==> src/rtl/wb_mem_arbiter.sv <==
// Two-master Wishbone classic arbiter in front of one single-port memory.
// Round-robin grant on ties, grant held for the whole master cycle (cyc high),
// handoff to a waiting master without a dead cycle. The slave bus is a
// combinational mux selected by the registered grant state.
// Optional watchdog: define ARB_TIMEOUT_EN to abort a granted access whose
// strobe goes unacknowledged for TIMEOUT_CYCLES cycles (m*_err_o pulse).
module wb_mem_arbiter #(
    parameter int DATA_WIDTH     = 32,
    parameter int ADDR_WIDTH     = 8,
    parameter int TIMEOUT_CYCLES = 16
) (
    input  logic                  clk,
    input  logic                  rst,
    input  logic [ADDR_WIDTH-1:0] m0_adr_i,
    input  logic [DATA_WIDTH-1:0] m0_dat_i,
    input  logic                  m0_we_i,
    input  logic                  m0_stb_i,
    input  logic                  m0_cyc_i,
    output logic [DATA_WIDTH-1:0] m0_dat_o,
    output logic                  m0_ack_o,
    output logic                  m0_err_o,
    input  logic [ADDR_WIDTH-1:0] m1_adr_i,
    input  logic [DATA_WIDTH-1:0] m1_dat_i,
    input  logic                  m1_we_i,
    input  logic                  m1_stb_i,
    input  logic                  m1_cyc_i,
    output logic [DATA_WIDTH-1:0] m1_dat_o,
    output logic                  m1_ack_o,
    output logic                  m1_err_o,
    output logic [ADDR_WIDTH-1:0] s_adr_o,
    output logic [DATA_WIDTH-1:0] s_dat_o,
    output logic                  s_we_o,
    output logic                  s_stb_o,
    output logic                  s_cyc_o,
    input  logic [DATA_WIDTH-1:0] s_dat_i,
    input  logic                  s_ack_i,
    output logic [1:0]            gnt_o
);

    typedef enum logic [1:0] {
        IDLE = 2'd0,
        GNT0 = 2'd1,
        GNT1 = 2'd2
    } state_t;

    state_t     state;
    state_t     nxt;
    logic       last_gnt;
    logic [1:0] gnt_q;
    logic       sel0;
    logic       sel1;
    logic       timeout;

    // Next grant: ties go to the master not served last; a releasing master
    // hands straight over to a waiting one; a watchdog abort returns to IDLE.
    function automatic state_t arb_next(input state_t cur, input logic c0,
                                        input logic c1, input logic last,
                                        input logic tmo);
        state_t n;
        n = cur;
        case (cur)
            IDLE: begin
                if (c0 && (!c1 || last)) n = GNT0;
                else if (c1)             n = GNT1;
            end
            GNT0: begin
                if (tmo)      n = IDLE;
                else if (!c0) n = c1 ? GNT1 : IDLE;
            end
            GNT1: begin
                if (tmo)      n = IDLE;
                else if (!c1) n = c0 ? GNT0 : IDLE;
            end
            default: n = IDLE;
        endcase
        return n;
    endfunction

    // One-hot {m1,m0} grant encoding of a state.
    function automatic logic [1:0] gnt_of(input state_t s);
        return {s == GNT1, s == GNT0};
    endfunction

    assign nxt  = arb_next(state, m0_cyc_i, m1_cyc_i, last_gnt, timeout);
    assign sel0 = (state == GNT0);
    assign sel1 = (state == GNT1);

    // Grant FSM: state, registered grant output and last-served master.
    always_ff @(posedge clk) begin
        if (rst) begin
            state    <= IDLE;
            gnt_q    <= 2'b00;
            last_gnt <= 1'b1;
        end else begin
            state <= nxt;
            gnt_q <= gnt_of(nxt);
            if (sel0 && nxt != GNT0)
                last_gnt <= 1'b0;
            else if (sel1 && nxt != GNT1)
                last_gnt <= 1'b1;
        end
    end

`ifdef ARB_TIMEOUT_EN
    localparam int CNT_W = $clog2(TIMEOUT_CYCLES) + 1;

    logic [CNT_W-1:0] tmo_cnt;

    assign timeout = (state != IDLE) && (tmo_cnt == CNT_W'(TIMEOUT_CYCLES));

    // Watchdog: counts unacknowledged strobe cycles of the current grant.
    always_ff @(posedge clk) begin
        if (rst || state == IDLE || nxt != state || s_ack_i)
            tmo_cnt <= '0;
        else if (s_stb_o)
            tmo_cnt <= tmo_cnt + CNT_W'(1);
    end

    assign m0_err_o = sel0 & timeout;
    assign m1_err_o = sel1 & timeout;
`else
    // Watchdog compiled out: the limit can never be reached.
    assign timeout  = (TIMEOUT_CYCLES < 0);
    assign m0_err_o = 1'b0;
    assign m1_err_o = 1'b0;
`endif

    // Slave side follows the granted master; nothing is driven while idle
    // or in the cycle a watchdog abort is signalled.
    assign s_adr_o = sel1 ? m1_adr_i : (sel0 ? m0_adr_i : '0);
    assign s_dat_o = sel1 ? m1_dat_i : (sel0 ? m0_dat_i : '0);
    assign s_we_o  = (sel0 & m0_we_i) | (sel1 & m1_we_i);
    assign s_cyc_o = ((sel0 & m0_cyc_i) | (sel1 & m1_cyc_i)) & ~timeout;
    assign s_stb_o = ((sel0 & m0_cyc_i & m0_stb_i) |
                      (sel1 & m1_cyc_i & m1_stb_i)) & ~timeout;

    // Only the granted master sees the slave response.
    assign m0_ack_o = sel0 & s_ack_i & ~timeout;
    assign m1_ack_o = sel1 & s_ack_i & ~timeout;
    assign m0_dat_o = sel0 ? s_dat_i : '0;
    assign m1_dat_o = sel1 ? s_dat_i : '0;

    assign gnt_o = gnt_q;

endmodule

==> config.mk <==
export PLATFORM = sky130hd
export DESIGN_NAME = wb_mem_arbiter
export DESIGN_NICKNAME = d
export VERILOG_FILES = /design/src/rtl/wb_mem_arbiter.sv
export SDC_FILE = /design/constraint.sdc
export NUM_CORES = 1
export LEC_CHECK = 0
export ABC_AREA = 1
export CAP_MARGIN = 20
export CELL_PAD_IN_SITES_DETAIL_PLACEMENT = 1
export CELL_PAD_IN_SITES_GLOBAL_PLACEMENT = 1
export CORE_ASPECT_RATIO = 1.5
export CORE_MARGIN = 2
export CORE_UTILIZATION = 10
export CTS_CLUSTER_DIAMETER = 50
export DETAILED_ROUTE_END_ITERATION = 10
export PLACE_DENSITY = 0.94
export SYNTH_ARGS = -nofsm -noshare
export SYNTH_HDL_FRONTEND = slang
export SYNTH_SLANG_ARGS = --single-unit
==> constraint.sdc <==
create_clock -name clk -period 1.7 [get_ports clk]
set_input_delay 0.34 -clock clk [delete_from_list [all_inputs] [get_ports clk]]
set_output_delay 0.34 -clock clk [all_outputs]
set_load 0.05 [all_outputs]
After elaboration in Yosys (flattened, before gate mapping)

Index checks and enable logic that the tools add are counted.

Bits in registers: 5
Bits of input ports: 121
Output and inout port bits: 113
Logic and storage cells: 42

Eq/ne operators: 6
Multiplexer cells: 15
Bitwise logic cells: 11
Reduce and logical (&&, ||, !) cells: 7

Operators by type and width:

| cell                 | number |
|---|---|
| $mux W32             | 4 |
| $mux W8              | 2 |
| $mux W2              | 5 |
| $and A1 B1 Y1        | 8 |
| $pmux W2 S3          | 1 |
| $eq A2 B1 Y1 const B | 2 |
| $eq A2 B2 Y1 const B | 2 |
| $logic_and A1 B1 Y1  | 3 |
| $mux W1              | 3 |
| $or A1 B1 Y1         | 3 |
| $logic_not A2 Y1     | 1 |
| $ne A2 B1 Y1 const B | 1 |
| $ne A2 B2 Y1 const B | 1 |
| $reduce_bool A2 Y1   | 1 |
| $logic_not A1 Y1     | 1 |
| $logic_or A1 B1 Y1   | 1 |

Depth between registers and ports, before layout

Gate-level depths: netlist (run 1).

Depth in word-level cells: 9
Gate-level depth with buffers: 6
Gate-level depth less buffers: 6

Worst setup path before layout (run 1)

OpenSTA, ideal clock, no wires.

Path kind: register to output
Start point: reg state[0]
End point: out m0_dat_o[10]
Arrival: 1.516 ns
Required time: 1.360 ns
Setup slack: -0.156 ns
Stages on the path, launching flop included: 6
Buffers on the path: 1
Cells stage by stage: dfxtp_1 > inv_2 > nor2_4 > inv_2 > buf_6 > nor2_1

Longest elaborated chain between the ends: 2

RTL lines:

| element                  | line | source |
|---|---|---|
| start: declaration       | 46   | `state_t state;` |
| start signal: assignment | 95   | `state <= nxt;` |
| $eq A2 B1 Y1             | 85   | `assign sel0 = (state == GNT0);` |
| $mux W32                 | 140  | `assign m0_dat_o = sel0 ? s_dat_i : '0;` |
| end: declaration         | 19   | `output logic [DATA_WIDTH-1:0] m0_dat_o,` |

No other way between the ends.

Worst setup path after layout (run 1)

Start point: reg state[1]
End point: out s_dat_o[18]

Longest elaborated chain between the ends: 3
Elaborated cells between the ends (all ways): 4
Those cells by class: eq/ne (2); mux (2)

RTL lines:

| element          | line | source |
|---|---|---|
| $eq A2 B1 Y1     | 85   |  |
| $mux W32         | 131  | `assign s_dat_o = sel1 ? m1_dat_i : (sel0 ? m0_dat_i : '0);` |
| $mux W32 *       | 131  |  |
| end: declaration | 31   | `output logic [DATA_WIDTH-1:0] s_dat_o,` |

Mark *: on every way between the ends. The rest lies on a longest branch, timed or not.

==> run_results.csv, run 1 <==
group,metric,value,unit
drt,drc_errors,0,
floorplan,dieArea,12070,µm²
synth,ys_warn_count,0,
placed_design,port_buffers,231,
synth,synth-edff-count,0,
sta,hold_viol,0,
placed_design,gp_congestion,0.7753,
final_layout,drive_above_1_share,53.93,%
sta,finalSetupViolations,95,
sta,worst_slack,-0.1393,ns
placed_design,pre_cts_ws,-0.01793,ns
worst_setup_path,end_kind,"output pin",
global_routing,overflow,0,
final_layout,synthToLayoutAreaGrowth,425.8,%
synth,syn_avg_cell_area,5.565,µm²
worst_setup_path,path_class,"flop to output pin",
synth,synth_seq_area_share,8.949,%
final_layout,fin_util,53.49,%
power_and_ir_drop,leakage,2.452,nW
cts,cts_inserted_buffers,3,
global_routing,grt_max_degree,34,
power_and_ir_drop,seqPwrFrac,4.3,%
global_routing,grt_pass1_vias,2808,
global_routing,grt_pass1_wl,16.29,mm
synth,async_flop_share,0,%
sta,fmax,0.5437,GHz
floorplan,core,11000,µm²
min_path,hold_path.class,"flop to flop",
cts,cts_sinks,5,
synth,synthDominantCellAreaShare,32.10,%
cts,cts_tree,"done",
status,run_status,"finished with violations",
floorplan,pin_count,234,
power_and_ir_drop,p_switching,1.507,mW
worst_setup_path,critPathMostFrequentCell,"buf_12",
power_and_ir_drop,p_comb_share,83.7,%
floorplan,std_cell_rows,47,
final_layout,multiInputGateArea,1456,µm²
cts,cts.path.max_buffers,2,
cts,path_clk_slew,0.03,ns
worst_setup_path,crit_path_max_incr_delay,0.37,ns
sta,fin_crit,1.839,ns
power_and_ir_drop,switching_share,45.81,%
worst_setup_path,crit_slowest_cell,"dfxtp_4",
power_and_ir_drop,p_clk_share,12.0,%
synth,syn_inst,201,
synth,syn-cell-area,1119,µm²
drt,drtAntennaViolNets,0,
drt,dr.pass1.iters,4,
worst_setup_path,required,1.36,ns
worst_setup_path,cp_max_fo,5,
global_routing,grtUsageTotal,17.31,%
worst_setup_path,crit_chain,"inv_4, nor2_4, buf_6, buf_12, a22o_1, buf_12",
flow_run,drv_cap,0,
final_layout,ff_latch_area,107.6,µm²
synth,synth_largest_area_cell,"a22o_1",
placed_design,dp_hpwl,8.420,mm
synth,synthTopCellsByCount,"nor2_1 (73), a22o_1 (41), inv_1 (40), nand2_1 (12), buf_2 (7)",
sta,fin_crit_sh,108.2,%
synth,synth_seq_cells,5,
drt,vias,2457,
sta,slew_viol_final,0,
drt,wl_per_cell,21.15,µm
power_and_ir_drop,p_per_area,559.3,nW/µm²
synth,synth_cell_type_count,14,
status,violations,"negative setup slack",
final_layout,fin_nets,567,
floorplan,die_w,90.36,µm
final_layout,fillCellCount,1104,
synth,ys.flop_type,"dfxtp_1",
sta,fin_skew,0.0001837,ns
cts,postCtsHoldBufs,0,
floorplan,initial_utilization,10.17,%
power_and_ir_drop,p_int,1.783,mW
drt,routed_wl,12.52,mm
drt,vias_per_cell,4.150,
worst_setup_path,cp_num_buf_inv,4,
sta,rsz0062_at_grt,"yes",
worst_setup_path,start_kind,"flop",
cts,clock_latency,0.23,ns
cts,htreeDepth,1,
floorplan,die_h,133.5,µm
final_layout,antenna-diode-count,0,
global_routing,grt_antenna_before_repair,0,
worst_setup_path,critPathTopFamily,"buffers and inverters",
worst_setup_path,crit_arrival,1.50,ns
cts,cts_root_buffer,"clkbuf_16",
synth,synthTopCellsByArea,"a22o_1 (32%), nor2_1 (24%), inv_1 (13%), dfxtp_1 (8.9%), buf_4 (4.0%)",
drt,drtIter0Drc,23,
synth,yosysMostFrequentCell,"nor2_1",
power_and_ir_drop,ir_drop,401.5,µV
kinds of logic (layout without fill, tap and decap cells):
logic type / after synthesis / count (layout) / share of synthesized area, %
simple gates: 93 / 93 / 33.22
buf+inv: 60 / 303 / 24.94
compound gates: 42 / 42 / 32.55
flops: 5 / 5 / 8.949
other cells: 1 / 2 / 0.3352
per-stage QoR:
stage / total power [mW] / cells / setup TNS, ns / hold slack (ns) / area (µm²)
after floorplan: 1.157 / 202 / -7.098 / 0.4124 / 1160
after global placement: 2.349 / 570 / 0 / 0.4957 / 4698
after detailed placement: 2.407 / 570 / -0.06688 / 0.5393 / 4698
after CTS: 3.046 / 583 / -5.136 / 0.5463 / 5289
after global routing: 3.391 / 592 / -8.995 / 0.5654 / 5882
final: 3.290 / 592 / -4.161 / 0.5356 / 5882
metal layers:
metal  part of all wire, %  wire [µm]  GRT usage, %  up-vias
met3                   8.3       1034         5.882       18
li1                      -          -             -     1126
met1                    32       4020         15.33     1149
met4                   1.8        226         4.359        0
met2                    58       7240         36.22      164
met5                     0          0             0        -
layout by cell type (no fill, tap or decap), types with 3 or more instances in the layout:
| cell type | count |
|---|---|
| nor2_4 | 66 |
| a22o_1 | 17 |
| nand2_1 | 9 |
| clkdlybuf4s50_1 | 120 |
| nand3_1 | 4 |
| dfxtp_1 | 3 |
| a22o_4 | 24 |
| clkbuf_16 | 10 |
| inv_1 | 40 |
| buf_16 | 5 |
| nor2_1 | 7 |
| buf_12 | 113 |
| buf_4 | 7 |
layout make-up:
type	instances	share of cell area (%)
Clock buffer	4	1.340
Inverter	44	3.212
Multi-Input combinational cell	137	24.76
Sequential cell	5	1.829
Tap cell	147	3.127
Timing Repair Buffer	255	65.73
worst paths after layout:
kind	start	to	slack, ns	cells past startpoint
min	last_gnt$_SDFFE_PP1P_	last_gnt$_SDFFE_PP1P_	0.54	2
max reg2reg	state[1]$_SDFF_PP0_	state[1]$_SDFF_PP0_	0.46	7
max	state[1]$_SDFF_PP0_	s_dat_o[18]	-0.14	6
min reg2reg	last_gnt$_SDFFE_PP1P_	last_gnt$_SDFFE_PP1P_	0.54	2
what timing repair did:
action | 4_1_cts | 5_1_grt
setup endpoints to repair | 103 | 108
gates cloned | 4 | 7
gates resized for setup | 93 | 82
setup buffers | 5 | 3
pin swaps | 14 | 9
registers in the layout (all words and copies together) (netlist names):
register  cells
last_gnt      1
gnt_o         2
state         2
power groups by stage:
stage,sequential [mW],combinational (mW),clock (mW)
2_1_floorplan,0.155,1.00,0
4_1_cts,0.140,2.51,0.400
3_3_place_gp,0.141,2.21,0
6_report,0.141,2.75,0.396
3_5_place_dp,0.141,2.27,0
5_1_grt,0.142,2.84,0.406
worst reg2reg max path: cells and delay by family, from the launching register on:
kind,cells,cell delay (ns)
flops,1,0.37
simple gates,4,0.51
buf+inv,3,0.31
Power figures use the tool's default switching activity.
==> inputs of run 2 (changes only) <==
Settings changed: HOLD_SLACK_MARGIN from default to 0.05.
==> results of run 2 <==
Final layout, timing and power as in run 1 (identical DEF).
